File: src/rtl/alu_input_latch_if.sv
// Operand-latch bus bundle: source buses and select strobes in, latched operands and status out.
interface alu_input_latch_if #(
    parameter int WIDTH = 8
);
    logic [WIDTH-1:0] sb_bus;
    logic [WIDTH-1:0] db_bus;
    logic [WIDTH-1:0] adl_bus;
    logic             zero_add;
    logic             sb_add;
    logic             db_add;
    logic             db_n_add;
    logic             adl_add;
    logic             carry_set;
    logic             alu_ack;
    logic [WIDTH-1:0] a_reg;
    logic [WIDTH-1:0] b_reg;
    logic             carry_in;
    logic             operands_valid;
    logic             conflict_err;
    logic [1:0]       state;

    modport master (
        output sb_bus, db_bus, adl_bus,
        output zero_add, sb_add, db_add, db_n_add, adl_add, carry_set, alu_ack,
        input  a_reg, b_reg, carry_in, operands_valid, conflict_err, state
    );

    modport slave (
        input  sb_bus, db_bus, adl_bus,
        input  zero_add, sb_add, db_add, db_n_add, adl_add, carry_set, alu_ack,
        output a_reg, b_reg, carry_in, operands_valid, conflict_err, state
    );
endinterface

File: src/rtl/alu_input_latch.sv
// Purpose: latches ALU A/B operands and carry-in from selectable buses, tracks pair readiness.
// Latency: one phi_2 edge from select strobe to latched operand / state / flag.
// Backpressure: none; loads always overwrite, alu_ack in READY consumes the pair.
module alu_input_latch #(
    parameter int WIDTH      = 8,
    parameter bit ERR_STICKY = 1'b1
) (
    input  logic               phi_2,
    input  logic               rst,
    alu_input_latch_if.slave   io
);
    typedef enum logic [1:0] {
        EMPTY  = 2'd0,
        HAVE_A = 2'd1,
        HAVE_B = 2'd2,
        READY  = 2'd3
    } state_t;

    state_t           state_q;
    state_t           state_d;
    logic [WIDTH-1:0] a_q;
    logic [WIDTH-1:0] b_q;
    logic             carry_q;
    logic             valid_q;
    logic             err_q;

    logic             a_load;
    logic             a_conf;
    logic [2:0]       b_sel;
    logic             b_load;
    logic             b_conf;
    logic [WIDTH-1:0] a_nxt;
    logic [WIDTH-1:0] b_nxt;
    logic             consumed;
    logic             have_a;
    logic             have_b;

    // A source is a one-hot pair; B source is one-hot over three strobes.
    assign a_load = io.zero_add ^ io.sb_add;
    assign a_conf = io.zero_add & io.sb_add;
    assign b_sel  = {io.db_add, io.db_n_add, io.adl_add};
    assign b_load = (b_sel != 3'd0) && ((b_sel & (b_sel - 3'd1)) == 3'd0);
    assign b_conf = (b_sel != 3'd0) && !b_load;

    always_comb begin
        a_nxt = io.sb_add ? io.sb_bus : '0;
        b_nxt = io.adl_bus;
        if (io.db_add)
            b_nxt = io.db_bus;
        else if (io.db_n_add)
            b_nxt = ~io.db_bus;
    end

    // State bit 0 marks A held, bit 1 marks B held; a consume clears both before new loads apply.
    always_comb begin
        consumed = (state_q == READY) && io.alu_ack;
        have_a   = 1'b0;
        have_b   = 1'b0;
        case (state_q)
            EMPTY:   begin have_a = 1'b0;      have_b = 1'b0;      end
            HAVE_A:  begin have_a = 1'b1;      have_b = 1'b0;      end
            HAVE_B:  begin have_a = 1'b0;      have_b = 1'b1;      end
            READY:   begin have_a = !consumed; have_b = !consumed; end
            default: begin have_a = 1'b0;      have_b = 1'b0;      end
        endcase
        state_d = state_t'({have_b | b_load, have_a | a_load});
    end

    always_ff @(posedge phi_2) begin
        if (rst) begin
            state_q <= EMPTY;
            a_q     <= '0;
            b_q     <= '0;
            carry_q <= 1'b0;
            valid_q <= 1'b0;
            err_q   <= 1'b0;
        end else begin
            state_q <= state_d;
            valid_q <= (state_d == READY);
            if (a_load)
                a_q <= a_nxt;
            if (b_load) begin
                b_q     <= b_nxt;
                carry_q <= io.carry_set;
            end
            if (ERR_STICKY)
                err_q <= err_q | a_conf | b_conf;
            else
                err_q <= a_conf | b_conf;
        end
    end

    assign io.a_reg          = a_q;
    assign io.b_reg          = b_q;
    assign io.carry_in       = carry_q;
    assign io.operands_valid = valid_q;
    assign io.conflict_err   = err_q;
    assign io.state          = state_q;
endmodule

File: src/flat_wrapper.sv
// flat-port wrapper written by rule: the top's interface ports become plain ports
module alu_input_latch_flat 
#(
    parameter int WIDTH      = 8,
    parameter bit ERR_STICKY = 1'b1
)
  (phi_2, rst, io_sb_bus, io_db_bus, io_adl_bus, io_zero_add, io_sb_add, io_db_add, io_db_n_add, io_adl_add, io_carry_set, io_alu_ack, io_a_reg, io_b_reg, io_carry_in, io_operands_valid, io_conflict_err, io_state);
  alu_input_latch_if #(.WIDTH(WIDTH)) io_i ();
  input  logic phi_2;
  input  logic rst;
  input wire logic [$bits(io_i.sb_bus)-1:0] io_sb_bus;
  input wire logic [$bits(io_i.db_bus)-1:0] io_db_bus;
  input wire logic [$bits(io_i.adl_bus)-1:0] io_adl_bus;
  input wire logic [$bits(io_i.zero_add)-1:0] io_zero_add;
  input wire logic [$bits(io_i.sb_add)-1:0] io_sb_add;
  input wire logic [$bits(io_i.db_add)-1:0] io_db_add;
  input wire logic [$bits(io_i.db_n_add)-1:0] io_db_n_add;
  input wire logic [$bits(io_i.adl_add)-1:0] io_adl_add;
  input wire logic [$bits(io_i.carry_set)-1:0] io_carry_set;
  input wire logic [$bits(io_i.alu_ack)-1:0] io_alu_ack;
  output wire logic [$bits(io_i.a_reg)-1:0] io_a_reg;
  output wire logic [$bits(io_i.b_reg)-1:0] io_b_reg;
  output wire logic [$bits(io_i.carry_in)-1:0] io_carry_in;
  output wire logic [$bits(io_i.operands_valid)-1:0] io_operands_valid;
  output wire logic [$bits(io_i.conflict_err)-1:0] io_conflict_err;
  output wire logic [$bits(io_i.state)-1:0] io_state;
  assign io_i.sb_bus = io_sb_bus;
  assign io_i.db_bus = io_db_bus;
  assign io_i.adl_bus = io_adl_bus;
  assign io_i.zero_add = io_zero_add;
  assign io_i.sb_add = io_sb_add;
  assign io_i.db_add = io_db_add;
  assign io_i.db_n_add = io_db_n_add;
  assign io_i.adl_add = io_adl_add;
  assign io_i.carry_set = io_carry_set;
  assign io_i.alu_ack = io_alu_ack;
  assign io_a_reg = io_i.a_reg;
  assign io_b_reg = io_i.b_reg;
  assign io_carry_in = io_i.carry_in;
  assign io_operands_valid = io_i.operands_valid;
  assign io_conflict_err = io_i.conflict_err;
  assign io_state = io_i.state;
  alu_input_latch #(.WIDTH(WIDTH), .ERR_STICKY(ERR_STICKY)) u_core (.phi_2(phi_2), .rst(rst), .io(io_i));
endmodule
File: config.mk
export PLATFORM = sky130hd
export DESIGN_NAME = alu_input_latch_flat
export DESIGN_NICKNAME = d
export VERILOG_FILES = /design/src/rtl/alu_input_latch_if.sv /design/src/rtl/alu_input_latch.sv /design/src/flat_wrapper.sv
export SDC_FILE = /design/constraint.sdc
export NUM_CORES = 1
export LEC_CHECK = 0
export ABC_AREA = 0
export CAP_MARGIN = 30
export CORE_MARGIN = 5
export CORE_UTILIZATION = 43
export DETAILED_ROUTE_END_ITERATION = 10
export MAX_ROUTING_LAYER = met4
export PLACE_DENSITY = 0.85
export SLEW_MARGIN = 40
export SYNTH_ARGS = -nofsm -noshare
export SYNTH_HDL_FRONTEND = slang
export SYNTH_SLANG_ARGS = --single-unit
File: constraint.sdc
create_clock -name phi_2 -period 2.1 [get_ports phi_2]
set_clock_uncertainty 0.2 [all_clocks]
set_input_delay 0.42 -clock phi_2 [delete_from_list [all_inputs] [get_ports phi_2]]
set_output_delay 0.42 -clock phi_2 [all_outputs]
set_load 0.02 [all_outputs]
# After elaboration in Yosys (flattened, before gate mapping)
# Index checks and enable logic that the tools add are counted.
[classes]
addsub = 1
n_eq_ne = 4
n_mux = 5
n_bitwise = 8
reduce_logical = 10
[ops]
columns = ["operator", "count"]
rows = [
  ["8-bit two-way mux", 3],
  ["8-bit inverter", 1],
  ["2-bit equality test, second input constant", 3],
  ["1-bit one-hot mux with 3 select lines", 2],
  ["1-bit OR", 4],
  ["2-bit OR reduction", 2],
  ["3-bit bitwise AND", 1],
  ["1-bit logical AND", 3],
  ["3-bit logical NOT", 1],
  ["3-bit nonzero test", 1],
  ["3-bit by 1-bit subtractor with 3-bit output, second input constant", 1],
  ["2-bit by 1-bit equality test with 1-bit output, second input constant", 1],
  ["1-bit logical NOT", 2],
  ["2-bit logical NOT", 1],
  ["1-bit bitwise AND", 1],
  ["1-bit bitwise XOR", 1],
]
[word_totals]
ff_bits = 21
output_inout_bits = 21
word_cells = 34

# Depth between registers and ports, before layout
[logic_depth]
ltp_word = 7
ltp_mapped = 5
ltp_nobuf = 4

# Worst setup path after synthesis
# No wires, ideal clock.
[synth_timing]
kind = "input port to flip-flop"
start = "input port io_sb_add"
end = "register u_core.a_q[1] (netlist: u_core.io.a_reg[1])"
arrival_time_ns = 1.155
required_ns = 1.772
setup_slack_ns = 0.618
path_stages = 5
path_cell_list = "ha_1 -> clkbuf_1 -> nor2b_1 -> a21oi_1 -> nor2_1"
[synth_between]
elab_chain_len = 1
[synth_rtl]
columns = ["element", "line_no", "source"]
rows = [
  ["start, declared", "flat_wrapper.sv:15", "input wire logic [$bits(io_i.sb_add)-1:0] io_sb_add;"],
  ["8-bit two-way mux / 1-bit bitwise XOR (equally long branches)", "alu_input_latch.sv:46, alu_input_latch.sv:39", ""],
  ["end signal, assigned", "alu_input_latch.sv:81", "a_q <= a_nxt;"],
  ["end, declared", "alu_input_latch.sv:21", "logic [WIDTH-1:0] a_q;"],
]
# Parallel ways exist; a longest one is shown, timed or not.
# A chain may end at the register's enable or synchronous reset.

# Worst setup path after layout
[layout_timing]
start = "register u_core.state_q[0] (netlist: u_core.io.state[0])"
end = "output port io_state[0]"
[layout_rtl]
columns = ["element", "line_no", "source"]
rows = [
  ["start, declared", "alu_input_latch.sv:19", "state_t state_q;"],
  ["start signal, assigned", "alu_input_latch.sv:78", "state_q <= state_d;"],
  ["end, declared", "flat_wrapper.sv:26", "output wire logic [$bits(io_i.state)-1:0] io_state;"],
]
# No word-level cell between the ends.

==> summary.txt <==
Critical path
  – Critical Path Fanout Max: 3
  – Crit-path cells: clkdlybuf4s50_1
  – CP max stage cell: clkdlybuf4s50_1
  – Worst Setup End Kind: primary output
  – WP data arrival: 1.29 ns
  – Critical Path Max Stage Delay: 0.61 ns
  – Worst r2r src: u_core.io.state[1]$_SDFF_PP0_
  – Reg2reg end: u_core.io.operands_valid$_SDFF_PP0_
  – Crit Path Category: register to primary output
  – CP delay by family, top: buffers and inverters
  – Worst Setup EP: io_state[0]
  – R2R Setup Slk: 1.09 ns
  – Reg2Reg Depth: 3
  – Worst setup SP type: register
  – Req. time, crit path: 1.48 ns
  – WP depth: 1
  – Crit path buf inv count: 1
  – Crit path from: u_core.io.state[0]$_SDFF_PP0_

Logic synthesis
  – Netlist cell types: 25
  – Synthesized area: 0.00110 sq mm
  – Seq/Total Area, Yosys: 38.4%
  – Mapped Nets: 155
  – Async SR Flop Fraction: 0%
  – Synth top area share: 38.4%
  – Area leader, netlist: dfxtp_1
  – Mapped Avg Cell Area: 9.06 sq um
  – Synth cell count leaders: dfxtp_1, nor2b_1, nand2_1, a21oi_1
  – EDFF count, synth: 0
  – Synthesized flop and latch total: 21
  – Top post-synthesis cells by area: dfxtp_1, nor2b_1, mux2i_1
  – Synth Flop Type: dfxtp_1
  – Mapped Cells: 121
  – Count leader, synth: dfxtp_1
  – Synth warn: 0

Global route
  – Total grt overflow: 0
  – All-Layer GR Usage: 15.4%
  – First-pass GRT wire length: 4220 microns
  – Largest net degree at the start of global routing: 19
  – Via count of the first global-routing pass: 1,012
  – Initial antenna violation count: 0

Finish
  – Design Area, Final: 0.00165 sq mm
  – Fillers: 216
  – Area Growth Syn to Fin: 50.8%
  – Layout cells sized above 1: 11.0%
  – ANT cells: 0
  – Final nets: 208

Die
  – Rows: 18
  – Initial core utilization: 44.6%
  – Core Region: 0.00245 sq mm
  – Die H: 60.5 microns
  – Die area: 0.00366 sq mm
  – Die Span X: 60.5 microns
  – I/O pin count: 54

Timing
  – RSZ-0062 raised after global routing: no
  – Crit share post-route: 90.7%
  – Least-Margin Pin Slew: 0.679 ns
  – Final worst path period need: 1.91 ns
  – Max transition margin: 54.7%
  – Max Fclk: 525 MHz
  – Slew Limit Fails: 0
  – Final setup violation count: 0
  – Final Hold Fails: 0
  – Final worst slack: 0.195 ns

Route
  – Via count: 990
  – Post-DR wirelength/cell: 12.5 microns
  – Antenna-violating nets left: 0
  – Post-Route WL: 2550 microns
  – Residual DRC: 0
  – DR iter-0 viols: 35
  – DR vias/cell: 4.88
  – DRT Pass-1 Iters: 4

Power
  – Max VDD drop: 0.342 mV
  – P per Cell Area: 556 mW/mm^2
  – Leakage: 0.000653 uW

Placement
  – GP Congestion: 0.746
  – Pre-CTS setup slack: -0.0693 ns
  – Placed Area: 0.00163 sq mm
  – Number of port buffers: 53
  – HPWL after DPL: 2130 microns

Clock tree
  – # hold bufs at CTS: 0
  – CTS Buf Count: 3
  – Root Driver: clkbuf_4
  – Clk pin slew, worst setup/hold paths: 0.12 ns
  – Setup bufs post-CTS: 0
  – Clk_lat worst skew: 0.30 ns
  – CTS H-Tree Depth: 1
  – Post-CTS Resized: 0
  – CTS tree: done
  – Clk sink count: 21
  – Clock Tree Buf Depth: 2

Min path
  – Hold Crit Class: register to register

Run status
  – Outcome: completed

Job
  – # Max-Cap Violations: 0
==> power by group <==
| group | switching, uW | internal, uW |
|---|---|---|
| Clock | 117 | 70.9 |
| Combinational | 124 | 161 |
| Sequential | 16.2 | 429 |
==> kinds of logic after synthesis <==
kind of cell,count (synthesis),share of synthesized area (%)
multiplexers,9,8.22
XOR/XNOR,1,0.799
AND/OR/NAND/NOR,57,30.5
AO/OA/AOI/OAI,21,13.4
adder cells (fa/ha/maj),2,2.17
flip-flops,21,38.4
buffers and inverters,10,6.62
==> worst min-delay path by stage <==
stage	from	to	slack, ns	cells past startpoint
after detailed placement	u_core.io.a_reg[0]$_SDFFE_PP0P_	u_core.io.a_reg[0]$_SDFFE_PP0P_	0.26	2
final	u_core.io.a_reg[0]$_SDFFE_PP0P_	u_core.io.a_reg[0]$_SDFFE_PP0P_	0.27	2
after floorplan	rst	u_core.io.state[1]$_SDFF_PP0_	0.29	1
after global routing	u_core.io.b_reg[7]$_SDFFE_PP0P_	u_core.io.b_reg[7]$_SDFFE_PP0P_	0.30	2
after global placement	u_core.io.carry_in$_SDFFE_PP0P_	u_core.io.carry_in$_SDFFE_PP0P_	0.25	2
after CTS	u_core.io.a_reg[0]$_SDFFE_PP0P_	u_core.io.a_reg[0]$_SDFFE_PP0P_	0.28	2
==> tightest hold or removal path: stages, from the launching register on <==
cell,delay (ns)
dfxtp_1,0.33
nand2b_1,0.06
a21oi_1,0.05
==> placed cells by master (no fill, tap or decap), types with 2 or more instances in the layout <==
cell type,Yosys,layout
nand2b_1,2,2
nand2_1,13,13
a21oi_1,10,10
nor2b_1,16,16
o311ai_1,8,8
or2b_1,7,7
clkbuf_4,0,3
and2b_4,3,3
dfxtp_1,21,21
and2b_2,4,4
buf_4,1,4
clkdlybuf4s50_1,0,53
mux2i_1,9,9
nor2_1,9,9
==> per-stage QoR <==
step / hold WS (ns) / total power [uW] / cells / utilization [%] / setup TNS, ns
floorplan: 0.289 / 605 / 121 / - / 0
global placement: 0.250 / 734 / 199 / 66.2 / 0
detailed placement: 0.260 / 743 / 199 / 66.2 / -0.333
CTS: 0.278 / 929 / 203 / 67.3 / 0
global route: 0.303 / 972 / 203 / 67.3 / 0
finish: 0.275 / 919 / 203 / 67.3 / 0
==> routing by layer <==
layer  vias up  wire length, microns  GRT usage, %
li1        510                     -             -
met1       435                  1030          17.7
met2        43                  1220          25.9
met3         2                   280          3.62
met4         0                    10          5.88
met5         -                     0             -
==> final cells by class <==
type,instances,area (sq um),share of cell area (%)
clock buffer,3,22.5,1.36
multi-input combinational,90,603,36.5
sequential,21,420,25.4
timing repair buffer,57,561,33.9
inverter,1,3.75,0.227
tap,30,37.5,2.27
clock inverter,1,5.00,0.303
Note: power is estimated with default switching activity, not from simulation.
